File: src/rtl/sh7034_intc_if.sv
// ---------------------------------------------------------------------------
// sh7034_intc_if -- IBUS slave port bundle for the SH7034 interrupt controller.
//
// Signals
//   IBUS_A     byte address (28 bits)
//   IBUS_DI    write data, big-endian lanes ([31:24] = lane 3)
//   IBUS_DO    read data, 0 when the slave is not selected
//   IBUS_BA    byte enables ([3] = MSB lane)
//   IBUS_WE    write strobe
//   IBUS_REQ   bus request
//   IBUS_BUSY  slave stall (this slave never stalls)
//   IBUS_ACT   address falls inside the slave's window
//
// Handshake: the master holds IBUS_REQ with a stable address/strobe; a
// transfer completes on every clock-enabled edge where IBUS_REQ=1 and
// IBUS_BUSY=0. Writes commit on the rising enable; read data is latched on
// the falling enable and is valid on IBUS_DO while IBUS_REQ stays high.
// ---------------------------------------------------------------------------
interface sh7034_intc_if;
    logic [27:0] IBUS_A;
    logic [31:0] IBUS_DI;
    logic [31:0] IBUS_DO;
    logic [3:0]  IBUS_BA;
    logic        IBUS_WE;
    logic        IBUS_REQ;
    logic        IBUS_BUSY;
    logic        IBUS_ACT;

    modport master (
        output IBUS_A, IBUS_DI, IBUS_BA, IBUS_WE, IBUS_REQ,
        input  IBUS_DO, IBUS_BUSY, IBUS_ACT
    );

    modport slave (
        input  IBUS_A, IBUS_DI, IBUS_BA, IBUS_WE, IBUS_REQ,
        output IBUS_DO, IBUS_BUSY, IBUS_ACT
    );
endinterface

File: src/rtl/sh7034_intc.sv
// ---------------------------------------------------------------------------
// sh7034_intc -- SH7034 on-chip interrupt controller.
//
// Collects NMI, IRQ0-7 and the TEI/TXI/RXI/ERI levels of both SCI channels,
// applies the IPR priority levels and presents one registered request
// (INT_REQ / INT_LVL / INT_VEC) to the CPU core. Register window is
// 0x5FFFF84-0x5FFFF8F on the IBUS.
//
// Ports
//   CLK, RST_N        clock, asynchronous active-low reset
//   CE_R / CE_F       rising / falling clock enables (state on CE_R, read data on CE_F)
//   RES_N             synchronous soft reset, sampled on CE_R
//   NMI_N, IRQ_N[7:0] external interrupt pins, active low
//   SCI0_IRQ, SCI1_IRQ  {TEI,TXI,RXI,ERI} request levels from the SCIs
//   ibus              IBUS slave port (sh7034_intc_if.slave)
//   INT_REQ/LVL/VEC   registered winning request
//   INT_ACK           one CE_R pulse: CPU accepted the current INT_VEC
// ---------------------------------------------------------------------------
module sh7034_intc #(
    parameter logic [7:0] NMI_VEC = 8'd11,
    parameter logic [7:0] IRQ_VEC = 8'd64,
    parameter logic [7:0] SCI_VEC = 8'd128
) (
    input  logic        CLK,
    input  logic        RST_N,
    input  logic        CE_R,
    input  logic        CE_F,
    input  logic        RES_N,
    input  logic        NMI_N,
    input  logic [7:0]  IRQ_N,
    input  logic [3:0]  SCI0_IRQ,
    input  logic [3:0]  SCI1_IRQ,
    sh7034_intc_if.slave ibus,
    output logic        INT_REQ,
    output logic [3:0]  INT_LVL,
    output logic [7:0]  INT_VEC,
    input  logic        INT_ACK
);

    logic [15:0] ipra, iprb, iprc, iprd, ipre;
    logic        icr_nmie;
    logic [7:0]  icr_irqs;       // bit 7 = IRQ0S ... bit 0 = IRQ7S
    logic        nmi_s;
    logic [7:0]  irq_s;
    logic        nmi_lat;
    logic [7:0]  irq_lat;
    logic [31:0] reg_do;

    // Bus decode ------------------------------------------------------------
    logic        in_range, sel, wr_en, rd_en;
    logic [2:0]  reg_idx;
    logic [15:0] wdata16, icr_rd;
    logic [1:0]  wbe;
    logic        unused_a0;

    assign in_range = (ibus.IBUS_A[27:4] == 24'h5FFFF8) && (ibus.IBUS_A[3:2] != 2'b00);
    assign sel      = in_range && ibus.IBUS_REQ;
    assign wr_en    = sel && ibus.IBUS_WE;
    assign rd_en    = sel && !ibus.IBUS_WE;
    assign reg_idx  = ibus.IBUS_A[3:1];
    // Halfword at A[1]=0 travels on lanes 3:2, at A[1]=1 on lanes 1:0.
    assign wdata16  = ibus.IBUS_A[1] ? ibus.IBUS_DI[15:0] : ibus.IBUS_DI[31:16];
    assign wbe      = ibus.IBUS_A[1] ? ibus.IBUS_BA[1:0]  : ibus.IBUS_BA[3:2];
    assign icr_rd   = {nmi_s, 6'd0, icr_nmie, icr_irqs};
    assign unused_a0 = ibus.IBUS_A[0];

    assign ibus.IBUS_DO   = sel ? reg_do : 32'd0;
    assign ibus.IBUS_BUSY = 1'b0;
    assign ibus.IBUS_ACT  = in_range;

    function automatic logic [15:0] merge16(input logic [15:0] old_v,
                                            input logic [15:0] new_v,
                                            input logic [1:0]  be);
        return {be[1] ? new_v[15:8] : old_v[15:8], be[0] ? new_v[7:0] : old_v[7:0]};
    endfunction

    // Edge detection and latch next-state -----------------------------------
    logic [7:0] icr_irqs_nx;
    logic [7:0] edge_mode, edge_mode_nx;
    logic [7:0] irq_set, ack_irq, irq_eff, irq_act, irq_lat_nx;
    logic       nmi_set, ack_nmi, nmi_eff, nmi_lat_nx;

    always_comb begin
        icr_irqs_nx = icr_irqs;
        if (wr_en && reg_idx == 3'd7 && wbe[0])
            icr_irqs_nx = wdata16[7:0];

        edge_mode    = '0;
        edge_mode_nx = '0;
        ack_irq      = '0;
        for (int n = 0; n < 8; n++) begin
            edge_mode[n]    = icr_irqs[7-n];
            edge_mode_nx[n] = icr_irqs_nx[7-n];
            ack_irq[n]      = INT_ACK && (INT_VEC == IRQ_VEC + 8'(n)) && icr_irqs[7-n];
        end

        irq_set = irq_s & ~IRQ_N & edge_mode;
        nmi_set = icr_nmie ? (!nmi_s && NMI_N) : (nmi_s && !NMI_N);
        ack_nmi = INT_ACK && (INT_VEC == NMI_VEC);

        // An acknowledged latch drops out of this arbitration unless a fresh
        // edge arrives in the same cycle, so the CPU never sees a stale repeat.
        nmi_eff = nmi_lat && !(ack_nmi && !nmi_set);
        irq_eff = irq_lat & ~(ack_irq & ~irq_set);

        nmi_lat_nx = nmi_eff || nmi_set;
        // Moving a pin to level mode discards any pending edge.
        irq_lat_nx = (irq_eff | irq_set) & edge_mode_nx;

        for (int n = 0; n < 8; n++)
            irq_act[n] = edge_mode[n] ? irq_eff[n] : !irq_s[n];
    end

    // Arbitration -----------------------------------------------------------
    logic [15:0] src_act;
    logic [3:0]  src_lvl [16];
    logic [3:0]  best_lvl;
    logic [7:0]  best_vec;

    always_comb begin
        src_act = {SCI1_IRQ, SCI0_IRQ, irq_act};
        for (int n = 0; n < 4; n++) begin
            src_lvl[n]     = ipra[15-4*n -: 4];
            src_lvl[n+4]   = iprb[15-4*n -: 4];
            src_lvl[n+8]   = iprd[7:4];
            src_lvl[n+12]  = iprd[3:0];
        end
        // Strictly-greater keeps the lowest index on ties; level 0 never wins.
        best_lvl = 4'd0;
        best_vec = INT_VEC;
        for (int i = 0; i < 16; i++) begin
            if (src_act[i] && src_lvl[i] > best_lvl) begin
                best_lvl = src_lvl[i];
                best_vec = (i < 8) ? IRQ_VEC + 8'(i) : SCI_VEC + 8'(i - 8);
            end
        end
    end

    // State -----------------------------------------------------------------
    always_ff @(posedge CLK or negedge RST_N) begin
        if (!RST_N) begin
            ipra <= '0; iprb <= '0; iprc <= '0; iprd <= '0; ipre <= '0;
            icr_nmie <= 1'b0;
            icr_irqs <= '0;
            nmi_s    <= 1'b1;
            irq_s    <= '1;
            nmi_lat  <= 1'b0;
            irq_lat  <= '0;
            INT_REQ  <= 1'b0;
            INT_LVL  <= '0;
            INT_VEC  <= '0;
            reg_do   <= '0;
        end else if (CE_R && !RES_N) begin
            ipra <= '0; iprb <= '0; iprc <= '0; iprd <= '0; ipre <= '0;
            icr_nmie <= 1'b0;
            icr_irqs <= '0;
            nmi_s    <= 1'b1;
            irq_s    <= '1;
            nmi_lat  <= 1'b0;
            irq_lat  <= '0;
            INT_REQ  <= 1'b0;
            INT_LVL  <= '0;
            INT_VEC  <= '0;
            reg_do   <= '0;
        end else begin
            if (CE_R) begin
                nmi_s   <= NMI_N;
                irq_s   <= IRQ_N;
                nmi_lat <= nmi_lat_nx;
                irq_lat <= irq_lat_nx;

                if (wr_en) begin
                    case (reg_idx)
                        3'd2: ipra <= merge16(ipra, wdata16, wbe);
                        3'd3: iprb <= merge16(iprb, wdata16, wbe);
                        3'd4: iprc <= merge16(iprc, wdata16, wbe);
                        3'd5: iprd <= merge16(iprd, wdata16, wbe);
                        3'd6: ipre <= merge16(ipre, wdata16, wbe);
                        3'd7: begin
                            if (wbe[1]) icr_nmie <= wdata16[8];
                            icr_irqs <= icr_irqs_nx;
                        end
                        default: ;
                    endcase
                end

                if (nmi_eff) begin
                    INT_REQ <= 1'b1;
                    INT_LVL <= 4'd15;
                    INT_VEC <= NMI_VEC;
                end else if (best_lvl != 4'd0) begin
                    INT_REQ <= 1'b1;
                    INT_LVL <= best_lvl;
                    INT_VEC <= best_vec;
                end else begin
                    INT_REQ <= 1'b0;
                    INT_LVL <= 4'd0;
                end
            end

            if (CE_F && rd_en) begin
                case (reg_idx)
                    3'd2: reg_do <= {2{ipra}};
                    3'd3: reg_do <= {2{iprb}};
                    3'd4: reg_do <= {2{iprc}};
                    3'd5: reg_do <= {2{iprd}};
                    3'd6: reg_do <= {2{ipre}};
                    3'd7: reg_do <= {2{icr_rd}};
                    default: ;
                endcase
            end
        end
    end

endmodule

File: src/flat_wrapper.sv
// flat-port wrapper written by rule: the top's interface ports become plain ports
module sh7034_intc_flat 
#(
    parameter logic [7:0] NMI_VEC = 8'd11,
    parameter logic [7:0] IRQ_VEC = 8'd64,
    parameter logic [7:0] SCI_VEC = 8'd128
)
  (CLK, RST_N, CE_R, CE_F, RES_N, NMI_N, IRQ_N, SCI0_IRQ, SCI1_IRQ, INT_REQ, INT_LVL, INT_VEC, INT_ACK, ibus_IBUS_A, ibus_IBUS_DI, ibus_IBUS_BA, ibus_IBUS_WE, ibus_IBUS_REQ, ibus_IBUS_DO, ibus_IBUS_BUSY, ibus_IBUS_ACT);
  sh7034_intc_if ibus_i ();
  input  logic CLK;
  input  logic RST_N;
  input  logic CE_R;
  input  logic CE_F;
  input  logic RES_N;
  input  logic NMI_N;
  input  logic [7:0] IRQ_N;
  input  logic [3:0] SCI0_IRQ;
  input  logic [3:0] SCI1_IRQ;
  output logic INT_REQ;
  output logic [3:0] INT_LVL;
  output logic [7:0] INT_VEC;
  input  logic INT_ACK;
  input wire logic [$bits(ibus_i.IBUS_A)-1:0] ibus_IBUS_A;
  input wire logic [$bits(ibus_i.IBUS_DI)-1:0] ibus_IBUS_DI;
  input wire logic [$bits(ibus_i.IBUS_BA)-1:0] ibus_IBUS_BA;
  input wire logic [$bits(ibus_i.IBUS_WE)-1:0] ibus_IBUS_WE;
  input wire logic [$bits(ibus_i.IBUS_REQ)-1:0] ibus_IBUS_REQ;
  output wire logic [$bits(ibus_i.IBUS_DO)-1:0] ibus_IBUS_DO;
  output wire logic [$bits(ibus_i.IBUS_BUSY)-1:0] ibus_IBUS_BUSY;
  output wire logic [$bits(ibus_i.IBUS_ACT)-1:0] ibus_IBUS_ACT;
  assign ibus_i.IBUS_A = ibus_IBUS_A;
  assign ibus_i.IBUS_DI = ibus_IBUS_DI;
  assign ibus_i.IBUS_BA = ibus_IBUS_BA;
  assign ibus_i.IBUS_WE = ibus_IBUS_WE;
  assign ibus_i.IBUS_REQ = ibus_IBUS_REQ;
  assign ibus_IBUS_DO = ibus_i.IBUS_DO;
  assign ibus_IBUS_BUSY = ibus_i.IBUS_BUSY;
  assign ibus_IBUS_ACT = ibus_i.IBUS_ACT;
  sh7034_intc #(.NMI_VEC(NMI_VEC), .IRQ_VEC(IRQ_VEC), .SCI_VEC(SCI_VEC)) u_core (.CLK(CLK), .RST_N(RST_N), .CE_R(CE_R), .CE_F(CE_F), .RES_N(RES_N), .NMI_N(NMI_N), .IRQ_N(IRQ_N), .SCI0_IRQ(SCI0_IRQ), .SCI1_IRQ(SCI1_IRQ), .ibus(ibus_i), .INT_REQ(INT_REQ), .INT_LVL(INT_LVL), .INT_VEC(INT_VEC), .INT_ACK(INT_ACK));
endmodule
File: config.mk
export PLATFORM = sky130hd
export DESIGN_NAME = sh7034_intc_flat
export DESIGN_NICKNAME = d
export VERILOG_FILES = /design/src/rtl/sh7034_intc_if.sv /design/src/rtl/sh7034_intc.sv /design/src/flat_wrapper.sv
export SDC_FILE = /design/constraint.sdc
export NUM_CORES = 1
export LEC_CHECK = 0
export ABC_AREA = 1
export ABC_CLOCK_PERIOD_IN_PS = 41200
export CAP_MARGIN = 5
export CORE_UTILIZATION = 55
export CTS_CLUSTER_DIAMETER = 120
export DETAILED_ROUTE_END_ITERATION = 8
export GPL_TIMING_DRIVEN = 0
export PLACE_DENSITY = 0.87
export SLEW_MARGIN = 10
export SYNTH_ARGS = -nofsm -noshare
export SYNTH_HDL_FRONTEND = slang
export SYNTH_SLANG_ARGS = --single-unit
File: constraint.sdc
create_clock -name CLK -period 41.2 [get_ports CLK]
set_clock_uncertainty 0.05 [all_clocks]
set_input_delay 8.24 -clock CLK [delete_from_list [all_inputs] [get_ports CLK]]
set_output_delay 8.24 -clock CLK [all_outputs]
set_load 0.05 [all_outputs]
==> results_dict.tcl <==
set metrics [dict create \
    avgSynthCellArea_um2 7.476 \
    synth_edf_count 0 \
    fin_crit_ps 26430 \
    place_inst 1631 \
    wire_per_inst_um 17.35 \
    post_cts_resized 0 \
    clk_path_buf_depth 2 \
    via_per_inst 5.804 \
    antenna_found_initial 0 \
    cp_common_cell "nand2_1" \
    layout_setup_ws_ps 14770 \
    slew_headroom_pct 37.16 \
    startpoint_type "input pin" \
    fmax_ghz 0.03783 \
    arrival_ps 26750 \
    final_cells 1663 \
    dieWidth_um 133.9 \
    path_delay_family "simple AND/OR/NAND/NOR gates" \
    clk_pin_slew_ps 60 \
    fp.dieArea_um2 17920 \
    start_util_pct 57.05 \
    cts_buffers 17 \
    port_buffers 129 \
    grt_pass1_vias 9278 \
    synth_adder_area_share_pct 6.281 \
    post-cts-setup-buffers 0 \
    std_cell_rows 47 \
    synthCells 1279 \
    cts_num_sinks 134 \
    tightest_slew_ps 935.4 \
    fill_cells 1351 \
    ys_ff_latch 134 \
    drtAntennaViolNets 0 \
    post-place-ws_ps 14700 \
    drtIter0Drc 847 \
    antenna_cells_inserted 0 \
    ys_async_sr_fraction_pct 100.0 \
    finalInstanceArea_um2 11740 \
    min_period_over_period_pct 64.15 \
    cts_htree_levels 4 \
    syn_to_final_growth_pct 22.81 \
    grt-ovfl-total 0 \
    cp_max_fo 10 \
    coreArea_um2 16760 \
    crit_type "input pin to flip-flop" \
    status "finished, final reports clean" \
    synth_top_family_by_area "simple AND/OR/NAND/NOR gates" \
    gp_congestion 0.9356 \
    cp.required_ps 41510 \
    ys_warn_count 0 \
    wl_mm 28.85 \
    grt_max_degree 82 \
    worst_setup_path_end_kind "flip-flop" \
    slowest_stage "clkdlybuf4s50_1" \
    cts_hold_buf 0 \
    place_hpwl_mm 22.24 \
    cts_tree "built" \
    crit_buf_inv 27 \
    min_path_type "flip-flop to flip-flop" \
    critPathMaxStageDelay_ps 400 \
    grt_pass1_wl_mm 46.27 \
    cts_root_buffer "clkbuf_16" \
    die_h_um 133.9 \
    grt_setup_unrepaired "false" \
    drive_gt1_share_pct 12.20 \
    hold_violations 0 \
    ys_seq_area_share_pct 35.19 \
    finalSetupViolCount 0 \
    placed_area_um2 11160 \
    finalSetupTns_ps 0 \
    synth-simple-area-share_pct 25.71 \
    num_vias 9652 \
    nets 1567 \
    drc 0 \
    synth_ff_type "dfrtp_1" \
    synthMuxAreaShare_pct 5.182 \
    synth_cell_type_count 47 \
    synth-xor-area-share_pct 0 \
    dr.pass1.iters 6 \
    synth_area_um2 9562 \
    drv_cap 0 \
    synth_compound_area_share_pct 16.44 \
    io_pins 136 \
    clk_latency_ps 430 \
    track_usage_pct 33.31 \
    drv_slew 0 \
]
## registers in the layout, indices dropped and copies added (netlist names)
register and flops:
u_core.nmi_lat 1, u_core.iprd 16, u_core.irq_lat 8, u_core.irq_s 8
u_core.INT_REQ 1, u_core.icr_nmie 1, u_core.INT_LVL 4, u_core.iprc 16
u_core.icr_irqs 8, u_core.ipre 16, u_core.iprb 16, u_core.nmi_s 1
u_core.reg_do 16, u_core.INT_VEC 6, u_core.ipra 16
## layout by cell type, fill, tap and decap left out, drive strengths merged, types with 4 or more instances in the layout
cell type      synthesis  routed
a21oi                 39      39
a31oi                  4       4
buf                   28      30
clkbuf                28      48
clkdlybuf4s50          0     128
clkinv                 3       9
clkinvlp               0       4
dfrtp                125     125
dfstp                  9       9
ha                    48      48
inv                  196     196
mux2                  36      36
mux2i                  9       9
nand2                308     308
nand3                 82      82
nand4                 24      24
nor2                  88      88
nor3                  14      14
nor4                   5       5
o21ai                133     133
o21bai                20      20
o221ai                 8       8
o22ai                 39      39
o31ai                  4       4
o32ai                  5       5
## layout make-up
| type | instances | area (µm²) | area share (%) |
|---|---|---|---|
| inverter | 199 | 748.2 | 6.372 |
| clock inverter | 12 | 131.4 | 1.119 |
| multi-input combinational | 892 | 5137 | 43.75 |
| tap | 220 | 275.3 | 2.344 |
| clock buffer | 20 | 446.7 | 3.804 |
| sequential | 134 | 3364 | 28.65 |
| timing repair buffer | 130 | 1320 | 11.24 |
| buffer | 56 | 319.1 | 2.717 |
## kinds of logic (layout without fill, tap and decap cells)
family	after synthesis	after routing
adders and majority gates	48	48
and+or+nand+nor	526	526
muxes	45	45
other	1	3
AOI/OAI and AO/OA	270	270
DFF	134	134
buffers and inverters	255	417
## cells in the mapped netlist (4+ instances only)
cell	instances	area (µm²)
nor2_2	8	50.05
o32ai_1	5	43.79
buf_6	4	45.04
nor2_4	6	67.56
a21oi_1	39	195.2
nand3_1	68	340.3
nor4_1	5	31.28
nand2_2	29	181.4
ha_1	48	600.6
mux2_2	36	405.4
o21bai_1	20	150.1
nand2_4	8	90.09
dfrtp_1	125	3128
o22ai_1	39	244.0
o221ai_1	8	70.07
inv_1	191	716.9
nand4_1	24	150.1
nor2_1	74	277.8
o31ai_1	4	30.03
mux2i_1	9	90.09
a31oi_1	4	25.02
buf_4	20	150.1
o21ai_0	130	650.6
inv_2	5	18.77
nor3_1	14	70.07
nand2_1	271	1017
dfstp_2	9	236.5
clkbuf_1	28	105.1
nand3_2	13	130.1
## path summary, 6_finish.rpt
check,cells past startpoint,slack (ps),to,startpoint
worst max-delay path,141,14770,u_core.INT_VEC[7],IRQ_N[0]
worst min-delay path,2,440,u_core.INT_LVL[2],u_core.INT_LVL[2]
worst max register to register,141,22440,u_core.INT_VEC[7],u_core.INT_VEC[2]
worst min register to register,2,440,u_core.INT_LVL[2],u_core.INT_LVL[2]
max in group asynchronous,2,32590,u_core.irq_s[6],RST_N
min in group asynchronous,1,7700,u_core.reg_do[26],RST_N
## routing by layer
metal / vias up / part of all wire [%] / wire (µm) / track usage [%]
met3: 90 / 8.2 / 2378 / 6.236
met5: - / 0 / 0 / 0
met2: 500 / 48 / 13850 / 55.99
met4: 0 / 4.5 / 1287 / 16.98
li1: 4556 / - / - / -
met1: 4506 / 39 / 11330 / 40.87
## metrics by stage
stage	hold slack (ps)	utilization, %
finish	441.4	70.06
global route	467.6	70.06
CTS	438.3	70.06
detailed placement	423.1	66.61
global placement	417.6	66.44
floorplan	402.7	-
## worst register-to-register path, delay by kind of cell, from the launching register on
family,cells,cell delay [ps]
simple gates,72,6980
flops,1,420
compound gates,28,4330
fa+ha+maj,15,4780
buf+inv,26,2100
Power is left out: the tool's default activity adds up to more than one toggle a clock period on the data nets, which glitch-free logic cannot reach.
